===== src/rtl/fetch_unit_if.sv =====
// rtl/fetch_unit_if.sv - fetch unit bus bundle (imem request/response, instr stream, redirect)
//
// Purpose: groups every handshake signal of the fetch stage so the stage and
// its environment connect through one port.
//
// Signals:
//   imem_req/imem_addr      fetch request and word-aligned address
//   imem_gnt                request accepted this cycle
//   imem_rvalid/imem_rdata  in-order response from instruction memory
//   instr_valid/instr_ready instruction stream handshake toward the core
//   instr/instr_pc          instruction word and its PC
//   redirect/redirect_pc    one-cycle flush pulse and restart PC
//
// Modports:
//   master  fetch unit side
//   slave   memory + core side
interface fetch_unit_if #(
  parameter int N = 32
);
  logic         imem_req;
  logic [N-1:0] imem_addr;
  logic         imem_gnt;
  logic         imem_rvalid;
  logic [N-1:0] imem_rdata;
  logic         instr_valid;
  logic         instr_ready;
  logic [N-1:0] instr;
  logic [N-1:0] instr_pc;
  logic         redirect;
  logic [N-1:0] redirect_pc;

  modport master (
    output imem_req, imem_addr,
    input  imem_gnt, imem_rvalid, imem_rdata,
    output instr_valid, instr, instr_pc,
    input  instr_ready,
    input  redirect, redirect_pc
  );

  modport slave (
    input  imem_req, imem_addr,
    output imem_gnt, imem_rvalid, imem_rdata,
    input  instr_valid, instr, instr_pc,
    output instr_ready,
    output redirect, redirect_pc
  );
endinterface


===== src/rtl/fetch_unit.sv =====
// rtl/fetch_unit.sv - instruction fetch stage with credit-limited prefetch FIFO
//
// Purpose: issues word-aligned fetch addresses over a req/gnt/rvalid protocol,
// buffers returned words with their PCs in a DEPTH-entry FIFO and presents
// them to the core over valid/ready. A redirect flushes the FIFO and marks
// every response still in flight as to-be-discarded.
//
// Ports:
//   clk   in   rising-edge clock
//   rst   in   asynchronous active-low reset
//   bus   fetch_unit_if.master (imem_*, instr_*, redirect*)
//
// Parameters:
//   N         data/address width
//   DEPTH     FIFO entries and maximum outstanding requests (power of two, >= 2)
//   RESET_PC  first fetch address after reset (word-aligned)
//
// Build option:
//   FETCH_BYPASS_EN  when defined, a response arriving while the FIFO is empty
//                    (state RUN, no redirect) is forwarded combinationally to
//                    instr/instr_pc in the same cycle. Undefined: outputs come
//                    only from the FIFO head, one cycle minimum latency.
module fetch_unit #(
  parameter int           N        = 32,
  parameter int           DEPTH    = 4,
  parameter logic [N-1:0] RESET_PC = '0
) (
  input logic          clk,
  input logic          rst,
  fetch_unit_if.master bus
);

  localparam int AW = $clog2(DEPTH);
  localparam int CW = AW + 1;

  typedef enum logic {
    S_RUN   = 1'b0,
    S_FLUSH = 1'b1
  } state_t;

  // ---------------------------------------------------------------------------
  // State
  // ---------------------------------------------------------------------------
  state_t        r_state;
  logic [N-1:0]  r_fetch_pc;
  logic [N-1:0]  r_resp_pc;
  logic [CW-1:0] r_outstanding;
  logic [CW-1:0] r_discard;
  logic [CW-1:0] r_occ;
  logic [AW-1:0] r_wptr;
  logic [AW-1:0] r_rptr;
  logic [N-1:0]  r_fifo_data [DEPTH];
  logic [N-1:0]  r_fifo_pc   [DEPTH];

  // ---------------------------------------------------------------------------
  // Combinational signals
  // ---------------------------------------------------------------------------
  state_t        w_state_nxt;
  logic [CW-1:0] w_outstanding_nxt;
  logic [CW-1:0] w_discard_nxt;
  logic [CW-1:0] w_occ_nxt;
  logic [CW:0]   w_credit_sum;
  logic          w_req;
  logic          w_grant;
  logic          w_fifo_empty;
  logic          w_rv;
  logic          w_rv_run;
  logic          w_rv_flush;
  logic          w_bypass;
  logic          w_push;
  logic          w_pop;
  logic [N-1:0]  w_redirect_pc;

  assign w_redirect_pc = {bus.redirect_pc[N-1:2], 2'b00};
  assign w_fifo_empty  = (r_occ == '0);

  // Every FIFO slot is reserved either by a buffered word, a live request or
  // a request whose response is still to be thrown away. Registered values
  // only, so a pop frees its slot one cycle later.
  assign w_credit_sum = {1'b0, r_occ} + {1'b0, r_outstanding} + {1'b0, r_discard};

  // Gated with rst so the request is low while reset is held even though the
  // counters already read zero.
  assign w_req   = rst && (w_credit_sum < (CW+1)'(DEPTH));
  assign w_grant = w_req && bus.imem_gnt;

  // Responses return in order, so in FLUSH the oldest responses are the ones
  // being discarded. An rvalid with nothing in flight is a protocol error and
  // is ignored entirely.
  assign w_rv       = bus.imem_rvalid &&
                      ((r_state == S_FLUSH) ? (r_discard != '0) : (r_outstanding != '0));
  assign w_rv_run   = w_rv && (r_state == S_RUN);
  assign w_rv_flush = w_rv && (r_state == S_FLUSH);

`ifdef FETCH_BYPASS_EN
  assign w_bypass = w_fifo_empty && w_rv_run && !bus.redirect;
`else
  assign w_bypass = 1'b0;
`endif

  // A bypassed word that the core takes immediately never enters the FIFO.
  assign w_push = w_rv_run && !bus.redirect && !(w_bypass && bus.instr_ready);
  assign w_pop  = !w_fifo_empty && bus.instr_ready;

  // ---------------------------------------------------------------------------
  // Outputs
  // ---------------------------------------------------------------------------
  assign bus.imem_req    = w_req;
  assign bus.imem_addr   = r_fetch_pc;
  assign bus.instr_valid = !w_fifo_empty || w_bypass;
  assign bus.instr       = w_bypass ? bus.imem_rdata : r_fifo_data[r_rptr];
  assign bus.instr_pc    = w_bypass ? r_resp_pc      : r_fifo_pc[r_rptr];

  // ---------------------------------------------------------------------------
  // FSM next state and counter updates
  // ---------------------------------------------------------------------------
  always_comb begin
    w_state_nxt       = r_state;
    w_outstanding_nxt = r_outstanding + CW'(w_grant) - CW'(w_rv_run);
    w_discard_nxt     = r_discard - CW'(w_rv_flush);
    w_occ_nxt         = r_occ + CW'(w_push) - CW'(w_pop);

    if (bus.redirect) begin
      // Everything in flight, including a request granted this cycle, must
      // be drained; a response arriving this cycle is already accounted for.
      w_discard_nxt     = r_discard + r_outstanding + CW'(w_grant) - CW'(w_rv);
      w_outstanding_nxt = '0;
      w_occ_nxt         = '0;
      w_state_nxt       = (w_discard_nxt != '0) ? S_FLUSH : S_RUN;
    end else if (r_state == S_FLUSH && w_rv_flush && r_discard == CW'(1)) begin
      w_state_nxt = S_RUN;
    end
  end

  always_ff @(posedge clk or negedge rst) begin
    if (!rst) begin
      r_state <= S_RUN;
    end else begin
      r_state <= w_state_nxt;
    end
  end

  // ---------------------------------------------------------------------------
  // Counters and PCs
  // ---------------------------------------------------------------------------
  always_ff @(posedge clk or negedge rst) begin
    if (!rst) begin
      r_outstanding <= '0;
      r_discard     <= '0;
      r_occ         <= '0;
      r_fetch_pc    <= RESET_PC;
      r_resp_pc     <= RESET_PC;
      r_wptr        <= '0;
      r_rptr        <= '0;
    end else begin
      r_outstanding <= w_outstanding_nxt;
      r_discard     <= w_discard_nxt;
      r_occ         <= w_occ_nxt;

      if (bus.redirect) begin
        r_fetch_pc <= w_redirect_pc;
        r_resp_pc  <= w_redirect_pc;
        r_wptr     <= '0;
        r_rptr     <= '0;
      end else begin
        if (w_grant) begin
          r_fetch_pc <= r_fetch_pc + N'(4);
        end
        // Advances for every accepted response, bypassed or buffered.
        if (w_rv_run) begin
          r_resp_pc <= r_resp_pc + N'(4);
        end
        if (w_push) begin
          r_wptr <= r_wptr + AW'(1);
        end
        if (w_pop) begin
          r_rptr <= r_rptr + AW'(1);
        end
      end
    end
  end

  // ---------------------------------------------------------------------------
  // FIFO storage
  // ---------------------------------------------------------------------------
  // Cleared on reset so instr/instr_pc read zero until the first push.
  always_ff @(posedge clk or negedge rst) begin
    if (!rst) begin
      for (int i = 0; i < DEPTH; i++) begin
        r_fifo_data[i] <= '0;
        r_fifo_pc[i]   <= '0;
      end
    end else if (w_push) begin
      r_fifo_data[r_wptr] <= bus.imem_rdata;
      r_fifo_pc[r_wptr]   <= r_resp_pc;
    end
  end

endmodule


===== src/flat_wrapper.sv =====
// flat-port wrapper written by rule: the top's interface ports become plain ports
module fetch_unit_flat 
#(
  parameter int           N        = 32,
  parameter int           DEPTH    = 4,
  parameter logic [N-1:0] RESET_PC = '0
)
  (clk, rst, bus_imem_req, bus_imem_addr, bus_imem_gnt, bus_imem_rvalid, bus_imem_rdata, bus_instr_valid, bus_instr, bus_instr_pc, bus_instr_ready, bus_redirect, bus_redirect_pc);
  fetch_unit_if #(.N(N)) bus_i ();
  input logic clk;
  input logic rst;
  output wire logic [$bits(bus_i.imem_req)-1:0] bus_imem_req;
  output wire logic [$bits(bus_i.imem_addr)-1:0] bus_imem_addr;
  input wire logic [$bits(bus_i.imem_gnt)-1:0] bus_imem_gnt;
  input wire logic [$bits(bus_i.imem_rvalid)-1:0] bus_imem_rvalid;
  input wire logic [$bits(bus_i.imem_rdata)-1:0] bus_imem_rdata;
  output wire logic [$bits(bus_i.instr_valid)-1:0] bus_instr_valid;
  output wire logic [$bits(bus_i.instr)-1:0] bus_instr;
  output wire logic [$bits(bus_i.instr_pc)-1:0] bus_instr_pc;
  input wire logic [$bits(bus_i.instr_ready)-1:0] bus_instr_ready;
  input wire logic [$bits(bus_i.redirect)-1:0] bus_redirect;
  input wire logic [$bits(bus_i.redirect_pc)-1:0] bus_redirect_pc;
  assign bus_imem_req = bus_i.imem_req;
  assign bus_imem_addr = bus_i.imem_addr;
  assign bus_i.imem_gnt = bus_imem_gnt;
  assign bus_i.imem_rvalid = bus_imem_rvalid;
  assign bus_i.imem_rdata = bus_imem_rdata;
  assign bus_instr_valid = bus_i.instr_valid;
  assign bus_instr = bus_i.instr;
  assign bus_instr_pc = bus_i.instr_pc;
  assign bus_i.instr_ready = bus_instr_ready;
  assign bus_i.redirect = bus_redirect;
  assign bus_i.redirect_pc = bus_redirect_pc;
  fetch_unit #(.N(N), .DEPTH(DEPTH), .RESET_PC(RESET_PC)) u_core (.clk(clk), .rst(rst), .bus(bus_i));
endmodule

===== config.mk =====
export PLATFORM = sky130hd
export DESIGN_NAME = fetch_unit_flat
export DESIGN_NICKNAME = d
export VERILOG_FILES = /design/src/rtl/fetch_unit_if.sv /design/src/rtl/fetch_unit.sv /design/src/flat_wrapper.sv
export SDC_FILE = /design/constraint.sdc
export NUM_CORES = 1
export LEC_CHECK = 0
export ABC_AREA = 1
export CAP_MARGIN = 20
export CORE_MARGIN = 2
export CORE_UTILIZATION = 55
export CTS_CLUSTER_DIAMETER = 100
export CTS_CLUSTER_SIZE = 16
export DETAILED_ROUTE_END_ITERATION = 10
export PLACE_DENSITY = 0.88
export SETUP_SLACK_MARGIN = 0.2
export SYNTH_ARGS = -nofsm -noshare
export SYNTH_HDL_FRONTEND = slang
export SYNTH_SLANG_ARGS = --single-unit

===== constraint.sdc =====
create_clock -name clk -period 4.25 [get_ports clk]
set_input_delay 0.85 -clock clk [delete_from_list [all_inputs] [get_ports clk]]
set_output_delay 0.85 -clock clk [all_outputs]
set_load 0.02 [all_outputs]

# [Yosys cells after proc, flatten, opt, wreduce, memory -nomap -nowiden]
# Cells that the tools add are included.
[totals] reg_bits=334 in_bits=70 output_inout_bits=98 elab_cells=84
[classes] n_addsub=14 magnitude_cmp=4 eq_ne=1 muxes=25 bitwise=3 reduce_logical=21
[op_table] operator="2-to-1 mux 32 bit" count=9
[op_table] operator="bitwise mux 128 bit" count=2
[op_table] operator="binary-select mux 32 bit (select 2 bit)" count=2
[op_table] operator="adder 32 x 3 -> 32 bit (second input constant)" count=2
[op_table] operator="demux 32 bit (select 2 bit)" count=1
[op_table] operator="subtractor 3 x 1 -> 3 bit" count=4
[op_table] operator="logical AND 1 bit" count=10
[op_table] operator="nonzero test 2 bit" count=5
[op_table] operator="adder 3 x 1 -> 3 bit" count=3
[op_table] operator="2-to-1 mux 3 bit" count=3
[op_table] operator="nonzero test 3 bit" count=3
[op_table] operator="2-to-1 mux 2 bit" count=4
[op_table] operator="greater-or-equal comparator 3 bit (second input constant)" count=2
[op_table] operator="inverter 2 -> 3 bit" count=2
[op_table] operator="adder 2 x 1 -> 2 bit (second input constant)" count=2
[op_table] operator="adder 3 x 3 -> 4 bit" count=1
[op_table] operator="adder 4 x 3 -> 4 bit" count=1
[op_table] operator="less-than comparator 4 x 3 -> 1 bit (second input constant)" count=1
[op_table] operator="2-to-1 mux 1 bit" count=4
[op_table] operator="adder 3 bit" count=1
[op_table] operator="equality test 3 x 1 -> 1 bit (second input constant)" count=1
[op_table] operator="zero test 3 bit" count=1
[op_table] operator="less-than comparator 3 x 1 -> 1 bit (second input constant)" count=1
[op_table] operator="zero test 1 bit" count=2
[op_table] operator="inverter 1 bit" count=1

# [Depth between registers and ports, before layout]
[logic_depth] depth_word=10 ltp_mapped=18 ltp_nobuf=17

# [Worst setup path after synthesis]
# No wires, ideal clock.
[synth_timing] path_type="register to register" start="register u_core.r_occ[1]" end="register u_core.r_state" setup_ns=0.139 t_arrival_ns=3.327 required_time_ns=4.111 slack_ns=0.785 stages_incl_launch_ff=16 path_buffers=1 period_less_slack_ns=3.465 path_cell_list="dfrtp_1 > inv_1 > fa_1 > o21bai_1 > fa_1 > o21ai_0 > nand3b_1 > inv_1 > buf_2 > fa_1 > fa_1 > xor2_1 > nand2_1 > nand2_1 > nor2_1 > a22oi_1"
[synth_between] elab_chain_len=10
[synth_rtl] element="from (decl)" line="fetch_unit.sv:49" source="logic [CW-1:0] r_occ;"
[synth_rtl] element="from (signal assigned)" line="fetch_unit.sv:158" source="r_occ <= w_occ_nxt;"
[synth_rtl] element="adder 3 x 3 -> 4 bit" line="fetch_unit.sv:80" source="assign w_credit_sum = {1'b0, r_occ} + {1'b0, r_outstanding} + {1'b0, r_discard};"
[synth_rtl] element="adder 4 x 3 -> 4 bit" line="fetch_unit.sv:80"
[synth_rtl] element="less-than comparator 4 x 3 -> 1 bit" line="fetch_unit.sv:84" source="assign w_req = rst && (w_credit_sum < (CW+1)'(DEPTH));"
[synth_rtl] element="logical AND 1 bit" line="fetch_unit.sv:84"
[synth_rtl] element="logical AND 1 bit" line="fetch_unit.sv:85" source="assign w_grant = w_req && bus.imem_gnt;"
[synth_rtl] element="adder 3 x 1 -> 3 bit" line="fetch_unit.sv:126" source="w_discard_nxt = r_discard + r_outstanding + CW'(w_grant) - CW'(w_rv);"
[synth_rtl] element="subtractor 3 x 1 -> 3 bit" line="fetch_unit.sv:126"
[synth_rtl] element="nonzero test 3 bit" line="fetch_unit.sv:129" source="w_state_nxt = (w_discard_nxt != '0) ? S_FLUSH : S_RUN;"
[synth_rtl] element="2-to-1 mux 1 bit" line="fetch_unit.sv:129"
[synth_rtl] element="2-to-1 mux 1 bit" line="fetch_unit.sv:123" source="if (bus.redirect) begin"
[synth_rtl] element="to (signal assigned)" line="fetch_unit.sv:139" source="r_state <= w_state_nxt;"
[synth_rtl] element="to (decl)" line="fetch_unit.sv:44" source="state_t r_state;"
# No other way between the ends.
# A chain may end at the register's enable or synchronous reset.

# [Final worst setup path]
[layout_timing] start="register u_core.r_rptr[0]" end="output port bus_instr_pc[5]"
[layout_between] elab_chain_len=4
[layout_rtl] element="from (decl)" line="fetch_unit.sv:51" source="logic [AW-1:0] r_rptr;"
[layout_rtl] element="from (signal assigned)" line="fetch_unit.sv:177" source="r_rptr <= r_rptr + AW'(1);"
[layout_rtl] element="inverter 2 -> 3 bit (not written as such)" line="fetch_unit.sv:112" source="assign bus.instr_pc = w_bypass ? r_resp_pc : r_fifo_pc[r_rptr];"
[layout_rtl] element="binary-select mux 32 bit (select 2 bit)" line="fetch_unit.sv:112"
[layout_rtl] element="2-to-1 mux 32 bit (not written as such) (2 in a row)" line="fetch_unit.sv:112"
[layout_rtl] element="to (decl)" line="flat_wrapper.sv:19" source="output wire logic [$bits(bus_i.instr_pc)-1:0] bus_instr_pc;"
# No other way between the ends. The select of a mux whose other input is x is not followed.

==> results.toml <==
[timing]
period_share_pct = 86.1
rsz0062_at_grt = "no"
finalSetupViolCount = 0
finalMaxSlewViolations = 0
timing.setup.tns_ps = 0
min_period_ps = 3660
max_freq_mhz = 273
max_slew.worst_pin.slew_ps = 966
skew_ps = 21.0
relSlewSlack_pct = 35.6
hold_viol = 0

[critical_path]
r2r_setup_slack_ps = 740
cp-start-kind = "flop"
worst_ep_required_time_ps = 3400
cp_slowest_cell = "clkdlybuf4s50_1"
arrival_ps = 2810
r2r-start = "u_core.r_outstanding[1]$_DFF_PN0_"
r2r-end = "u_core.r_state$_DFFE_PN0P_"
reg2reg_depth = 14
critPathCapture = "bus_instr_pc[5]"
critPathLaunch = "u_core.r_rptr[0]$_DFFE_PN0P_"
critPathKind = "flop to output pin"
cpPeakStageDelay_ps = 650
endpoint_kind = "output pin"
crit_chain = "clkinv_2, buf_4, nor2_1, o22ai_1, clkdlybuf4s50_1"
critPathMaxFanout = 39

[synthesis]
synthCells = 1983
netlist_area_mm2 = 0.0158
synth_xor_area_share_pct = 0.945
post_synth.cell_area_avg_um2 = 7.95
synth_cell_types = 36
muxShareOfSynthArea_pct = 0
synthSimpleGateAreaFrac_pct = 21.3
synth_top_cell_by_area = "dfrtp_1"
ys_ff_latch = 322
synth_area_leaders = "dfrtp_1 (51%), nand2_1 (12%), o21ai_0 (9.0%)"
synth_top_family_by_area = "simple AND/OR/NAND/NOR gates"
yosys_warnings = 0
ys_seq_area_share_pct = 51.1
synth_top_area_share_pct = 51.1
synthAdderAreaFrac_pct = 2.08
synth_compound_area_share_pct = 17.2

[finish]
drive_gt1_share_pct = 3.31
final_cells = 2463
layout_common_cells = "nand2_1 (494), dfrtp_1 (321), o21ai_0 (282), nor2_1 (250), clkdlybuf4s50_1 (159)"
layout.nets = 2176
diodes = 0
final_util_pct = 65.0
area_delta_synth_final_pct = 15.6
final_common_cell = "nand2_1"

[place]
dp_hpwl_um = 26000
io_buffer_count = 161
placed_cells = 2435
gp_congestion = 0.956

[clock_network]
clock_latency_ps = 530
cts_tree = "done"
numCtsBuffers = 24
clockBufferDepth = 3
cts_root_buffer = "clkbuf_16"
htreeDepth = 1
clk_pin_slew_ps = 70
clock_sinks = 322
cts_hold_buffers = 0

[global_route]
grt_antenna_before_repair = 0
gr-total-overflow = 0
grt_pass1_vias = 13400
grt_use_total_pct = 27.0
grt_start_max_net_pins = 170
grt_pass1_wl_um = 67600

[hold_path]
hp-class = "flop to flop"

[die]
dieArea_mm2 = 0.0300
die_h_um = 173
initial_core_util_pct = 56.2
ioPinCount = 168
row_count = 61
die_w_um = 173
coreArea_mm2 = 0.0280

[routing]
routed_wirelength_um = 40800
dr.pass1.iters = 6
drtIter0Drc = 1653
ant_nets = 0
routedWlPerCell_um = 16.6
vias_per_cell = 5.75
drcViolationCount = 0
routed-via-count = 14200

[power]
p_leak_nw = 8.56
vdd_drop_max_mv = 0.316
powerDensity_mw_per_mm2 = 594

[outcome]
status = "finished clean"

[run]
maxCapViolations = 0
==> power breakdown <==
part           internal [mW]  switching, mW
logic                   1.86           2.62
clock network           1.05           1.04
registers               3.73          0.515
==> cell type report <==
cell class | instances | area (um2)
fill | 2236 | 9790
sequential | 322 | 8060
multi-input combinational | 1402 | 6580
timing repair buffer | 187 | 1910
clock buffer | 26 | 629
inverter | 147 | 553
tap | 378 | 473
clock inverter | 1 | 16.3
==> cell families (layout without fill, tap and decap cells) <==
family	count (synthesis)	in the layout
and+or+nand+nor	847	847
AOI/OAI and AO/OA	512	512
DFF	322	322
buffers and inverters	262	361
adders and majority gates	22	22
xor gates and xnor gates	17	17
other	1	4
==> layer usage <==
layer	routed length [um]	vias up	GRT usage, %
met2	19100	668	44.0
met4	913	0	7.10
met3	3260	76	3.20
met5	0	-	0
met1	17500	6765	38.7
li1	-	6654	-
==> worst min-delay path by stage <==
stage / start / endpoint / slack [ps] / cells after the start
2_1_floorplan: u_core.r_fifo_data[32]$_DFFE_PN0P_ / u_core.r_fifo_data[32]$_DFFE_PN0P_ / 450 / 2
6_report: u_core.r_fifo_data[44]$_DFFE_PN0P_ / u_core.r_fifo_data[44]$_DFFE_PN0P_ / 480 / 2
4_1_cts: u_core.r_fifo_data[85]$_DFFE_PN0P_ / u_core.r_fifo_data[85]$_DFFE_PN0P_ / 480 / 2
5_1_grt: u_core.r_fifo_data[85]$_DFFE_PN0P_ / u_core.r_fifo_data[85]$_DFFE_PN0P_ / 500 / 2
3_3_place_gp: u_core.r_fifo_data[50]$_DFFE_PN0P_ / u_core.r_fifo_data[50]$_DFFE_PN0P_ / 460 / 2
3_5_place_dp: u_core.r_fifo_data[85]$_DFFE_PN0P_ / u_core.r_fifo_data[85]$_DFFE_PN0P_ / 470 / 2
==> worst max-delay path: cells and delay by family, from the launching register on <==
family | cells | cell delay, ps
and+or+nand+nor | 1 | 80
buffers and inverters | 3 | 1410
DFF | 1 | 500
AOI/OAI and AO/OA | 1 | 260
==> state kept, by name, summed over array words and instances (netlist names) <==
signal and count:
u_core.r_rptr 2, u_core.r_fifo_pc 120, u_core.bus.imem_addr 30, u_core.r_occ 3, u_core.r_resp_pc 30, u_core.r_outstanding 3
u_core.r_fifo_data 128, u_core.r_wptr 2, u_core.r_state 1, u_core.r_discard 3
==> cell usage after synthesis <==
cell type    n
nand2_1    494
dfrtp_1    322
o21ai_0    282
nor2_1     250
inv_1      144
o21ai_1    116
nand3_1     70
clkbuf_1    64
o22ai_1     62
buf_2       26
a21oi_1     23
buf_6       15
ha_1        15
nor3_1      14
o211ai_1    14
xor2_1      14
fa_1         7
buf_1        6
a31oi_1      5
nand3b_1     5
buf_4        4
o21ai_2      4
o21bai_1     4
nand4_1      3
xnor2_1      3
and2_1       2
clkinv_1     2
nand2_2      2
nand2_4      2
nand3_2      2
or2_2        2
a22oi_1      1
a41oi_1      1
conb_1       1
inv_2        1
nor2_4       1
==> stage by stage <==
step	hold WS (ps)	cell area, um2	worst slack [ps]	power [mW]
finish	483	18200	590	10.8
global route	503	18200	481	11.5
CTS	484	18200	281	10.8
detailed placement	467	17500	735	8.71
global placement	461	17500	858	8.55
floorplan	448	15800	785	6.85
==> repair_timing <==
action,4_1_cts,5_1_grt
setup endpoints to repair,0,1
gates resized for setup,0,1
endpoints found under the hold margin,0,0
setup buffers,0,0
No activity file was read; power rests on OpenSTA's default activity.
